**src/rtl/arith_unit_arbiter_pkg.sv**
```systemverilog
// Shared types and constants for the arith_unit_arbiter slice.
// Holds the FSM state encoding, the op-select encoding and the
// operand/result widths used by the arbiter, its datapath and the bus interface.
package arith_arb_pkg;

    localparam int OPND_W = 3;
    localparam int RES_W  = 6;

    // Packed {op, b, a} word carried from the selected requester into the operand latches.
    localparam int WORD_W = 2 * OPND_W + 1;

    localparam logic OP_ADD = 1'b1;
    localparam logic OP_MUL = 1'b0;

    typedef enum logic [1:0] {
        IDLE = 2'd0,
        EXEC = 2'd1,
        RESP = 2'd2
    } state_t;

endpackage

```
**src/rtl/arith_unit_arbiter_if.sv**
```systemverilog
// Bus bundle between the requesters / response consumer and the arbiter.
// The master modport is the requester side; the slave modport is the arbiter side.
interface arith_unit_arbiter_if #(
    parameter int NUM_REQ = 2,
    parameter int ID_W    = 2
);
    import arith_arb_pkg::*;

    logic [NUM_REQ-1:0]        req_valid;
    logic [NUM_REQ-1:0]        req_ready;
    logic [OPND_W*NUM_REQ-1:0] req_a;
    logic [OPND_W*NUM_REQ-1:0] req_b;
    logic [NUM_REQ-1:0]        req_op;
    logic                      rsp_valid;
    logic                      rsp_ready;
    logic [RES_W-1:0]          rsp_data;
    logic [ID_W-1:0]           rsp_id;
    logic [7:0]                ops_done;

    modport master (
        output req_valid, req_a, req_b, req_op, rsp_ready,
        input  req_ready, rsp_valid, rsp_data, rsp_id, ops_done
    );

    modport slave (
        input  req_valid, req_a, req_b, req_op, rsp_ready,
        output req_ready, rsp_valid, rsp_data, rsp_id, ops_done
    );

endinterface

```
**src/rtl/arith_unit_arbiter_3bit.sv**
```systemverilog
// arith_unit_3bit: shared combinational 3-bit datapath.
// op = 1 adds (carry lands in bit 3), op = 0 multiplies (full 6-bit product).
module arith_unit_3bit
    import arith_arb_pkg::*;
(
    input  logic [OPND_W-1:0] a,
    input  logic [OPND_W-1:0] b,
    input  logic              op,
    output logic [RES_W-1:0]  res
);

    logic [OPND_W:0]  sum;
    logic [RES_W-1:0] prod;

    // Both results are computed every cycle; op only steers the output mux.
    always_comb begin
        sum  = {1'b0, a} + {1'b0, b};
        prod = {{(RES_W-OPND_W){1'b0}}, a} * {{(RES_W-OPND_W){1'b0}}, b};
        if (op == OP_ADD) begin
            res = {{(RES_W-OPND_W-1){1'b0}}, sum};
        end else begin
            res = prod;
        end
    end

endmodule

```
**src/rtl/arith_unit_arbiter.sv**
```systemverilog
// arith_unit_arbiter: shares one arith_unit_3bit between NUM_REQ requesters.
// One operation at a time runs IDLE (accept) -> EXEC (compute) -> RESP (hold
// until rsp_ready). Results, response id and the completion counter are registered.
// Optional feature macro: ARB_ROUND_ROBIN_EN selects round-robin arbitration;
// when undefined the lowest requesting index wins and no pointer is built.
module arith_unit_arbiter
    import arith_arb_pkg::*;
#(
    parameter int NUM_REQ = 2,
    parameter int ID_W    = 2
) (
    input  logic                 clk,
    input  logic                 rst,
    arith_unit_arbiter_if.slave  bus
);

    state_t              state_q,     state_d;
    logic [OPND_W-1:0]   a_q,         a_d;
    logic [OPND_W-1:0]   b_q,         b_d;
    logic                op_q,        op_d;
    logic [ID_W-1:0]     id_q,        id_d;
    logic                rsp_valid_q, rsp_valid_d;
    logic [RES_W-1:0]    rsp_data_q,  rsp_data_d;
    logic [ID_W-1:0]     rsp_id_q,    rsp_id_d;
    logic [7:0]          ops_done_q,  ops_done_d;

    logic [NUM_REQ-1:0]        grant_oh;
    logic                      grant_any;
    logic [ID_W-1:0]           grant_idx;
    logic [NUM_REQ*WORD_W-1:0] masked_words;
    logic [WORD_W-1:0]         sel_word;
    logic [RES_W-1:0]          alu_res;
    logic                      accept;

    assign grant_any = |bus.req_valid;

`ifdef ARB_ROUND_ROBIN_EN
    logic [ID_W-1:0]    last_grant_q, last_grant_d;
    logic [NUM_REQ-1:0] rr_mask;
    logic [NUM_REQ-1:0] rr_masked;

    // Requesters strictly above the last grant are searched first; if none is
    // valid the search wraps to the lowest index, giving last_grant+1 mod NUM_REQ.
    for (genvar gi = 0; gi < NUM_REQ; gi++) begin : gen_rr_mask
        assign rr_mask[gi] = (ID_W'(gi) > last_grant_q);
    end

    assign rr_masked = bus.req_valid & rr_mask;

    // Pick the lowest set bit of the masked set, else of the full request set.
    always_comb begin
        if (|rr_masked) begin
            grant_oh = rr_masked & (~rr_masked + NUM_REQ'(1));
        end else begin
            grant_oh = bus.req_valid & (~bus.req_valid + NUM_REQ'(1));
        end
    end

    // Pointer moves to the granted index on every accept.
    always_comb begin
        last_grant_d = last_grant_q;
        if (accept) begin
            last_grant_d = grant_idx;
        end
    end

    // Pointer starts at NUM_REQ-1 so requester 0 is searched first after reset.
    always_ff @(posedge clk or posedge rst) begin
        if (rst) begin
            last_grant_q <= ID_W'(NUM_REQ - 1);
        end else begin
            last_grant_q <= last_grant_d;
        end
    end
`else
    // Fixed priority: isolate the lowest set bit of req_valid.
    always_comb begin
        grant_oh = bus.req_valid & (~bus.req_valid + NUM_REQ'(1));
    end
`endif

    // One-hot to binary: index bit bi is the OR of grant bits whose position has bit bi set.
    for (genvar bi = 0; bi < ID_W; bi++) begin : gen_enc
        logic [NUM_REQ-1:0] col;
        for (genvar gi = 0; gi < NUM_REQ; gi++) begin : gen_enc_col
            assign col[gi] = (((gi >> bi) % 2) == 1) ? grant_oh[gi] : 1'b0;
        end
        assign grant_idx[bi] = |col;
    end

    // One-hot AND-OR mux of the granted requester's {op, b, a}.
    for (genvar gi = 0; gi < NUM_REQ; gi++) begin : gen_mask_word
        assign masked_words[gi*WORD_W +: WORD_W] = grant_oh[gi]
            ? {bus.req_op[gi], bus.req_b[gi*OPND_W +: OPND_W], bus.req_a[gi*OPND_W +: OPND_W]}
            : '0;
    end

    for (genvar wi = 0; wi < WORD_W; wi++) begin : gen_sel_bit
        logic [NUM_REQ-1:0] col;
        for (genvar gi = 0; gi < NUM_REQ; gi++) begin : gen_sel_col
            assign col[gi] = masked_words[gi*WORD_W + wi];
        end
        assign sel_word[wi] = |col;
    end

    // Ready is offered only in IDLE and never while reset is asserted.
    assign bus.req_ready = (state_q == IDLE && !rst) ? grant_oh : '0;

    arith_unit_3bit u_alu (
        .a   (a_q),
        .b   (b_q),
        .op  (op_q),
        .res (alu_res)
    );

    // FSM next-state, operand latching, response capture and completion counting.
    always_comb begin
        state_d     = state_q;
        a_d         = a_q;
        b_d         = b_q;
        op_d        = op_q;
        id_d        = id_q;
        rsp_valid_d = rsp_valid_q;
        rsp_data_d  = rsp_data_q;
        rsp_id_d    = rsp_id_q;
        ops_done_d  = ops_done_q;
        accept      = 1'b0;
        case (state_q)
            IDLE: begin
                // Any valid request is granted, so a valid request means a handshake.
                if (grant_any) begin
                    accept  = 1'b1;
                    a_d     = sel_word[OPND_W-1:0];
                    b_d     = sel_word[2*OPND_W-1:OPND_W];
                    op_d    = sel_word[WORD_W-1];
                    id_d    = grant_idx;
                    state_d = EXEC;
                end
            end
            EXEC: begin
                rsp_data_d  = alu_res;
                rsp_id_d    = id_q;
                rsp_valid_d = 1'b1;
                state_d     = RESP;
            end
            RESP: begin
                if (bus.rsp_ready) begin
                    rsp_valid_d = 1'b0;
                    ops_done_d  = ops_done_q + 8'd1;
                    state_d     = IDLE;
                end
            end
            default: begin
                state_d = IDLE;
            end
        endcase
    end

    // State and datapath registers; reset drops any in-flight operation.
    always_ff @(posedge clk or posedge rst) begin
        if (rst) begin
            state_q     <= IDLE;
            a_q         <= '0;
            b_q         <= '0;
            op_q        <= 1'b0;
            id_q        <= '0;
            rsp_valid_q <= 1'b0;
            rsp_data_q  <= '0;
            rsp_id_q    <= '0;
            ops_done_q  <= 8'd0;
        end else begin
            state_q     <= state_d;
            a_q         <= a_d;
            b_q         <= b_d;
            op_q        <= op_d;
            id_q        <= id_d;
            rsp_valid_q <= rsp_valid_d;
            rsp_data_q  <= rsp_data_d;
            rsp_id_q    <= rsp_id_d;
            ops_done_q  <= ops_done_d;
        end
    end

    assign bus.rsp_valid = rsp_valid_q;
    assign bus.rsp_data  = rsp_data_q;
    assign bus.rsp_id    = rsp_id_q;
    assign bus.ops_done  = ops_done_q;

endmodule

```
**src/flat_wrapper.sv**
```systemverilog
// flat-port wrapper written by rule: the top's interface ports become plain ports
module arith_unit_arbiter_flat import arith_arb_pkg::*;
#(
    parameter int NUM_REQ = 2,
    parameter int ID_W    = 2
)
  (clk, rst, bus_req_valid, bus_req_a, bus_req_b, bus_req_op, bus_rsp_ready, bus_req_ready, bus_rsp_valid, bus_rsp_data, bus_rsp_id, bus_ops_done);
  arith_unit_arbiter_if #(.NUM_REQ(NUM_REQ), .ID_W(ID_W)) bus_i ();
  input  logic clk;
  input  logic rst;
  input wire logic [$bits(bus_i.req_valid)-1:0] bus_req_valid;
  input wire logic [$bits(bus_i.req_a)-1:0] bus_req_a;
  input wire logic [$bits(bus_i.req_b)-1:0] bus_req_b;
  input wire logic [$bits(bus_i.req_op)-1:0] bus_req_op;
  input wire logic [$bits(bus_i.rsp_ready)-1:0] bus_rsp_ready;
  output wire logic [$bits(bus_i.req_ready)-1:0] bus_req_ready;
  output wire logic [$bits(bus_i.rsp_valid)-1:0] bus_rsp_valid;
  output wire logic [$bits(bus_i.rsp_data)-1:0] bus_rsp_data;
  output wire logic [$bits(bus_i.rsp_id)-1:0] bus_rsp_id;
  output wire logic [$bits(bus_i.ops_done)-1:0] bus_ops_done;
  assign bus_i.req_valid = bus_req_valid;
  assign bus_i.req_a = bus_req_a;
  assign bus_i.req_b = bus_req_b;
  assign bus_i.req_op = bus_req_op;
  assign bus_i.rsp_ready = bus_rsp_ready;
  assign bus_req_ready = bus_i.req_ready;
  assign bus_rsp_valid = bus_i.rsp_valid;
  assign bus_rsp_data = bus_i.rsp_data;
  assign bus_rsp_id = bus_i.rsp_id;
  assign bus_ops_done = bus_i.ops_done;
  arith_unit_arbiter #(.NUM_REQ(NUM_REQ), .ID_W(ID_W)) u_core (.clk(clk), .rst(rst), .bus(bus_i));
endmodule
```
**config.mk**
```make
export PLATFORM = sky130hd
export DESIGN_NAME = arith_unit_arbiter_flat
export DESIGN_NICKNAME = d
export VERILOG_FILES = /design/src/rtl/arith_unit_arbiter_pkg.sv /design/src/rtl/arith_unit_arbiter_if.sv /design/src/rtl/arith_unit_arbiter_3bit.sv /design/src/rtl/arith_unit_arbiter.sv /design/src/flat_wrapper.sv
export SDC_FILE = /design/constraint.sdc
export NUM_CORES = 1
export LEC_CHECK = 0
export CAP_MARGIN = 20
export CORE_MARGIN = 3
export CORE_UTILIZATION = 45
export CTS_BUF_LIST = sky130_fd_sc_hd__clkbuf_2
export CTS_CLUSTER_DIAMETER = 100
export DETAILED_ROUTE_END_ITERATION = 10
export PLACE_DENSITY = 0.75
export RECOVER_POWER = 25
export SETUP_SLACK_MARGIN = 0.15
export SYNTH_ARGS = -nofsm -noshare
export SYNTH_HDL_FRONTEND = slang
export SYNTH_SLANG_ARGS = --single-unit
```
**constraint.sdc**
```tcl
create_clock -name clk -period 2.24 [get_ports clk]
set_input_delay 0.448 -clock clk [delete_from_list [all_inputs] [get_ports clk]]
set_output_delay 0.448 -clock clk [all_outputs]
set_load 0.02 [all_outputs]
```
==> impl_metrics.ini, run 1 <==
[global_route]
overflow = 0
grt_pass1_wl_um = 5490
grt_pass1_vias = 1212
grt_usage = 0.171
antenna_found_initial = 0
grt_max_degree = 27

[critical_path]
worst_setup_path_end_kind = primary output
cp_top_family = buffers and inverters
path_buf_inv = 2
crit_required_ns = 1.79
critPathLaunchType = primary input
cp_slowest_cell = clkdlybuf4s50_1
crit_chain = clkdlybuf4s50_1 -> nor3b_1 -> and2_1 -> clkdlybuf4s15_1
arrival_ns = 1.66
worst-r2r-setup-slack_ns = 0.14
max_stage_delay_ns = 0.51
path_max_fanout = 3
path_class = primary input to primary output

[die]
fp.dieW_um = 62.8
die_area_um2 = 3940
die_h_um = 62.8
coreArea_um2 = 2900
start_util = 0.500
num_io_pins = 38
rows = 19

[final_layout]
final_cell_area_um2 = 1950
syn_to_final_growth_pct = 34.1
nets = 212
final_core_utilization = 0.671
fill_cells = 239
drive_above_1_share = 0.129
fin_cells = 220
num_antenna_cells = 0

[timing]
fmax_mhz = 475
setup_viol = 0
finalCriticalPeriod_ns = 2.10
slew_violations = 0
relSlewSlack = 0.102
finalCritPeriodShare = 0.939
setup_slack_ns = 0.136
final.setup_skew_ns = 0.00276
worst_slew_pin_slew_ns = 1.35
tns_ns = 0
rsz0062_at_grt = yes
hold_violations = 0

[pwr]
p_per_area_nw_per_um2 = 1170
peakVddDrop_v = 0.000678
p_leak_uw = 0.000913

[yosys]
ys_seq_area_frac = 0.448
synth.distinct_cells = 37
synthMostInstantiatedCell = dfrtp_1
syn_inst = 133
netlist.top_cell.by_area = dfrtp_1
ys_warn_count = 0
ys_ff_latch = 26
syn_area_per_cell_um2 = 10.9
synth_top_area_frac = 0.448
synth-edff-count = 0
netlist_area_um2 = 1450
async_flop_share = 1.00
netlist_top_cells_count = dfrtp_1 (26), ha_1 (11), nand2_1 (8)
synth_area_leaders = dfrtp_1 (45%), ha_1 (9.5%), a22oi_1 (3.6%)
syn-num-nets = 165
ys.flop_type = dfrtp_1

[drt]
postRouteAntennaNets = 0
drc_errors = 0
drt-total-wl_um = 3170
wire_per_inst_um = 14.4
vias = 1178
dr.pass1.iters = 4
drtIter0Drc = 31
vias_per_cell = 5.35

[clocking]
clockBufferDepth = 2
cts_tree = yes
clock_sinks = 26
clk_latency_ns = 0.35
cts_root_buffer = clkbuf_2
path_clk_slew_ns = 0.23
holdBufCountCts = 0
cts_max_level = 1
cts_buffers = 3

[place]
place.port_buffers = 36
placed_area_um2 = 1900
dp_hpwl_um = 2490
dp_slack_ns = -0.162
gp_congestion = 0.797
placed_cells = 215

[outcome]
status = finished, final reports clean

[flow_run]
max-cap-violations = 0

[worst_hold_path]
hold_class = flop to flop
-- sequential cells by signal, indices dropped and copies added (netlist names) --
name	count
u_core.a_q	3
u_core.id_q	1
u_core.bus.rsp_data	6
u_core.bus.rsp_valid	1
u_core.op_q	1
u_core.bus.rsp_id	1
u_core.bus.ops_done	8
u_core.state_q	2
u_core.b_q	3
-- per-stage QoR --
step | power (uW) | hold slack [ns]
2_1_floorplan | 1600 | 0.459
3_3_place_gp | 2010 | 0.456
3_5_place_dp | 2080 | 0.458
4_1_cts | 2270 | 0.486
5_1_grt | 2490 | 0.504
6_report | 2290 | 0.482
-- layer usage --
layer / track usage / vias up / share of wire
met3: 0.0270 / 7 / 0.051
li1: - / 560 / -
met4: 0.0496 / 0 / 0.013
met5: 0 / - / 0
met2: 0.294 / 39 / 0.51
met1: 0.222 / 572 / 0.43
-- worst paths after layout --
kind	startpoint	end	cells after the start
min in group asynchronous	rst	u_core.b_q[2]	3
max in group asynchronous	rst	u_core.bus.rsp_data[4]	3
max	bus_req_valid[0]	bus_req_ready[0]	4
min reg2reg	u_core.bus.ops_done[7]	u_core.bus.ops_done[7]	1
max reg2reg	u_core.a_q[1]	u_core.bus.rsp_data[3]	8
min	u_core.bus.ops_done[7]	u_core.bus.ops_done[7]	1
-- power by group --
part / switching (uW) / total, uW / leakage [uW] / internal, uW
Sequential: 203 / 856 / 0.000329 / 652
Clock: 136 / 172 / 0.0000125 / 36.4
Combinational: 619 / 1260 / 0.000571 / 639
-- cell usage in the layout (no fill, tap or decap), types with 4 or more instances in the layout --
master / Yosys / final
ha_1: 11 / 9
nand2_1: 8 / 8
inv_1: 6 / 5
and2_1: 6 / 6
dfrtp_1: 26 / 26
a22oi_1: 7 / 7
o2bb2ai_1: 5 / 5
clkdlybuf4s50_1: 0 / 33
clkbuf_2: 1 / 4
xor2_1: 6 / 6
buf_4: 3 / 10
o21ai_0: 4 / 4
-- cell type report --
class | instances | area, um2 | share of cell area
multi-input combinational | 96 | 772 | 0.397
sequential | 26 | 651 | 0.334
timing repair buffer | 47 | 434 | 0.223
tap | 42 | 52.6 | 0.0270
inverter | 6 | 22.5 | 0.0116
clock buffer | 3 | 15.0 | 0.00771
-- cells by family after synthesis --
family / synth area share
xor+xnor: 0.0603
simple gates: 0.147
compound gates: 0.147
fa+ha+maj: 0.122
buf+inv: 0.0371
flops: 0.448
mux: 0.0362
other cells: 0.00258
-- timing repair --
action,CTS,global route
endpoints found under the setup margin,4,4
buffers inserted,1,1
gates resized for setup,8,3
gates cloned,0,0
pin swaps,1,4
No activity file was read; power rests on OpenSTA's default activity.
==> run 2, diff against run 1 <==
- TNS_END_PERCENT: default -> 50
==> impl_metrics.ini, run 2 (synthesis results as in run 1) <==
[drt]
vias_per_cell = 5.28
drc_errors = 0
postRouteAntennaNets = 0
dr.pass1.iters = 4
wire_per_inst_um = 14.2
drt-total-wl_um = 3120
drtIter0Drc = 40
vias = 1162

[die]
die_area_um2 = 3940
rows = 19
fp.dieW_um = 62.8
num_io_pins = 38
coreArea_um2 = 2900
start_util = 0.500
die_h_um = 62.8

[final_layout]
multiInputGateArea_um2 = 772
drive_above_1_share = 0.124
final_cell_area_um2 = 1950
final_common_cell = clkdlybuf4s50_1
final_cell_mix = clkdlybuf4s50_1 (33), dfrtp_1 (26), buf_4 (10), ha_1 (9), nand2_1 (8)
syn_to_final_growth_pct = 34.5
nets = 212
fill_cells = 238
largest_reg_flops = 8
seq_area_um2 = 651
num_antenna_cells = 0

[place]
placed_area_um2 = 1900
dp_slack_ns = -0.162
place.port_buffers = 36
dp_hpwl_um = 2490
gp_congestion = 0.797

[timing]
hold_violations = 0
setup_viol = 0
relSlewSlack = 0.104
setup_slack_ns = 0.137
fmax_mhz = 475
final.setup_skew_ns = 0.00231
slew_violations = 0
worst_slew_pin_slew_ns = 1.34
finalCritPeriodShare = 0.939
finalCriticalPeriod_ns = 2.10
rsz0062_at_grt = yes

[clocking]
clock_sinks = 26
cts_max_level = 1
holdBufCountCts = 0
clockBufferDepth = 2
cts_buffers = 3
cts_root_buffer = clkbuf_2
path_clk_slew_ns = 0.23
clk_latency_ns = 0.34
cts_tree = yes

[worst_hold_path]
hold_class = flop to flop

[global_route]
grt_max_degree = 27
grtUsageMet2 = 0.293
antenna_found_initial = 0
grt_usage = 0.171
overflow = 0
gr-usage-met3 = 0.0270
grt_busiest_layer = met2
grtUsageMet1 = 0.222
grt_pass1_vias = 1204
grt_pass1_wl_um = 5470

[critical_path]
path_max_fanout = 2
critPathLaunchType = flop
arrival_ns = 2.38
crit_required_ns = 2.52
max_stage_delay_ns = 0.46
worst_setup_path_end_kind = flop
crit_chain = ha_4 -> xnor2_2 -> ha_1 -> ha_2 -> inv_2 -> fa_2 -> nor2b_1 -> o31ai_1
cp_slowest_cell = dfrtp_1
path_class = flop to flop

[pwr]
p_leak_uw = 0.000913
peakVddDrop_v = 0.000674
p_per_area_nw_per_um2 = 1160

[flow_run]
max-cap-violations = 0

[outcome]
status = finished, final reports clean
run 2: cell count changes in the layout (fill, tap and decap cells not counted):
cell | previous run | this run
clkbuf_2 | 4 | 3
clkdlybuf4s15_1 | 1 | 2
run 2: through the flow:
| step | TNS [ns] | cells | hold slack, ns | util | power [uW] |
|---|---|---|---|---|---|
| floorplan | 0 | 133 | 0.459 | - | 1600 |
| global route | 0 | 220 | 0.504 | 0.673 | 2470 |
| global placement | -0.144 | 215 | 0.456 | 0.655 | 2010 |
| CTS | 0 | 218 | 0.486 | 0.665 | 2270 |
| detailed placement | -0.257 | 215 | 0.458 | 0.655 | 2080 |
| finish | 0 | 220 | 0.482 | 0.673 | 2270 |
run 2: path summary, 6_finish.rpt:
kind | cells after the start | to | slack (ns) | from
min reg2reg | 1 | u_core.bus.ops_done[7] | 0.48 | u_core.bus.ops_done[7]
max in group asynchronous | 3 | u_core.bus.rsp_data[4] | 0.40 | rst
min in group asynchronous | 3 | u_core.b_q[2] | 1.07 | rst
max reg2reg | 8 | u_core.bus.rsp_data[3] | 0.14 | u_core.a_q[1]
min | 1 | u_core.bus.ops_done[7] | 0.48 | u_core.bus.ops_done[7]
max | 8 | u_core.bus.rsp_data[3] | 0.14 | u_core.a_q[1]
run 2: area by class of cell:
cell class / instances / area share
Timing Repair Buffer: 47 / 0.225
Sequential cell: 26 / 0.333
Multi-Input combinational cell: 96 / 0.396
Clock buffer: 3 / 0.00769
Inverter: 6 / 0.0115
Tap cell: 42 / 0.0269
run 2: what timing repair did:
item | in CTS | in global routing
pin swaps | 1 | 4
cloned | 0 | 0
endpoints found under the setup margin | 4 | 4
gates resized for setup | 7 | 3
buffers inserted | 0 | 2
run 2: critical path: cells and delay by family (launching register included):
kind            cells  cell delay, ns
simple gates        1            0.13
fa+ha+maj           4            1.08
compound gates      1            0.18
xor+xnor            1            0.12
buf+inv             1            0.05
flops               1            0.46
run 2: power breakdown:
group	leakage (uW)	internal (uW)	switching [uW]
clock network	0.0000125	36.4	135
registers	0.000329	652	201
logic	0.000571	637	611
total	0.000913	1330	948
run 2: routing by layer:
metal	wire (um)	vias to the layer above
met5	0	-
met4	21	0
met3	187	4
met2	1600	38
met1	1310	560
li1	-	560
==> run 3, diff against run 2 <==
- CORE_UTILIZATION: 45 -> 54
- PLACE_DENSITY: 0.75 -> 0.84
- clock period: 2.24 -> 2.7 ns (I/O delays scaled with it)
==> impl_metrics.ini, run 3 (synthesis results as in run 1) <==
[drt]
vias_per_cell = 5.62
drtIter0Drc = 28
drc_errors = 0
dr.pass1.iters = 4
vias = 1141
drt-total-wl_um = 3010
wire_per_inst_um = 14.8
postRouteAntennaNets = 0

[final_layout]
final_core_utilization = 0.745
drive_above_1_share = 0.0751
fill_cells = 184
final_cell_mix = clkdlybuf4s50_1 (33), dfrtp_1 (26), ha_1 (11), nand2_1 (8), a22oi_1 (7)
nets = 206
final_common_cell = clkdlybuf4s50_1
syn_to_final_growth_pct = 29.5
largest_reg_flops = 8
num_antenna_cells = 0

[timing]
final.setup_skew_ns = 0.0177
hold_violations = 0
finalCriticalPeriod_ns = 2.32
fmax_mhz = 431
relSlewSlack = 0.166
finalCritPeriodShare = 0.858
setup_viol = 0
slew_violations = 0
rsz0062_at_grt = no
worst_slew_pin_slew_ns = 1.25
tns_ns = 0

[die]
die_area_um2 = 3350
coreArea_um2 = 2520
start_util = 0.575
die_h_um = 57.8
fp.dieW_um = 57.8
num_io_pins = 38
rows = 18

[clocking]
cts_buffers = 3
cts_root_buffer = clkbuf_2
cts_max_level = 1
cts_tree = yes
clock_sinks = 26
clk_latency_ns = 0.36
clockBufferDepth = 2
holdBufCountCts = 0
path_clk_slew_ns = 0.23
cts_setup_buffers = 0

[worst_hold_path]
hold_class = flop to flop

[global_route]
grt_usage = 0.198
grt_max_degree = 24
grt_pass1_wl_um = 5090
grt_pass1_vias = 1130
overflow = 0
antenna_found_initial = 0

[critical_path]
arrival_ns = 2.60
worst_setup_path_end_kind = flop
critPathLaunchType = flop
path_class = flop to flop
path_max_fanout = 6
crit_required_ns = 2.98

[place]
place.port_buffers = 36
gp_congestion = 0.781
dp_hpwl_um = 2430

[flow_run]
max-cap-violations = 0

[pwr]
p_leak_uw = 0.000901
peakVddDrop_v = 0.000629
p_per_area_nw_per_um2 = 972

[outcome]
status = finished, final reports clean
## run 3: cell types whose count changed in the layout (fill, tap and decap cells not counted), sizes merged
cell | before | now
buf | 10 | 4
dlymetal6s2s | 0 | 1
clkdlybuf4s15 | 2 | 0
clkinv | 0 | 1
dlygate4sd2 | 0 | 1
## run 3: report_power, final
part           switching, uW  internal [uW]  total (uW)
registers                192            541         733
clock network            118           32.2         151
logic                    471            474         944
total                    781           1050        1830
## run 3: critical path: stages (launching register included)
cell	delay [ns]
dfrtp_1	0.51
ha_1	0.26
xnor2_1	0.19
ha_1	0.28
ha_1	0.23
inv_1	0.07
fa_1	0.39
nor2b_1	0.14
o31ai_1	0.19
## run 3: per-layer routing
layer  GRT usage  vias up  share of wire
met3      0.0290        4          0.048
met2       0.345       36           0.50
met1       0.255      550           0.44
li1            -      551              -
met5           0        -              0
met4      0.0596        0         0.0096
## run 3: final timing paths
check / from / to / slack (ns) / depth (start not counted)
min reg2reg: u_core.bus.ops_done[7] / u_core.bus.ops_done[7] / 0.48 / 1
max reg2reg: u_core.b_q[1] / u_core.bus.rsp_data[3] / 0.38 / 8
max: u_core.b_q[1] / u_core.bus.rsp_data[3] / 0.38 / 8
min: u_core.bus.ops_done[7] / u_core.bus.ops_done[7] / 0.48 / 1
min in group asynchronous: rst / u_core.a_q[2] / 0.49 / 2
max in group asynchronous: rst / u_core.bus.rsp_data[0] / 0.78 / 3
## run 3: repair_timing
item,in CTS,in global routing
gates resized for setup,2,2
pin swaps,0,0
setup endpoints to repair,2,1
## run 3: metrics by stage
step	total power, uW	instances	setup WS, ns	hold WS (ns)	instance area, um2
2_1_floorplan	1330	133	0.612	0.459	1450
3_3_place_gp	1620	199	0.102	0.457	1860
3_5_place_dp	1690	199	0.0601	0.459	1860
4_1_cts	1840	203	0.132	0.352	1880
5_1_grt	1980	203	0.220	0.486	1880
6_report	1830	203	0.382	0.479	1880
## run 3: area by class of cell
cell class                      instances  area (um2)  area share
Clock buffer                            3        15.0     0.00799
Sequential cell                        26         651       0.346
Multi-Input combinational cell         96         754       0.401
Inverter                                6        22.5      0.0120
Tap cell                               30        37.5      0.0200
Timing Repair Buffer                   41         395       0.210
Clock inverter                          1        3.75     0.00200
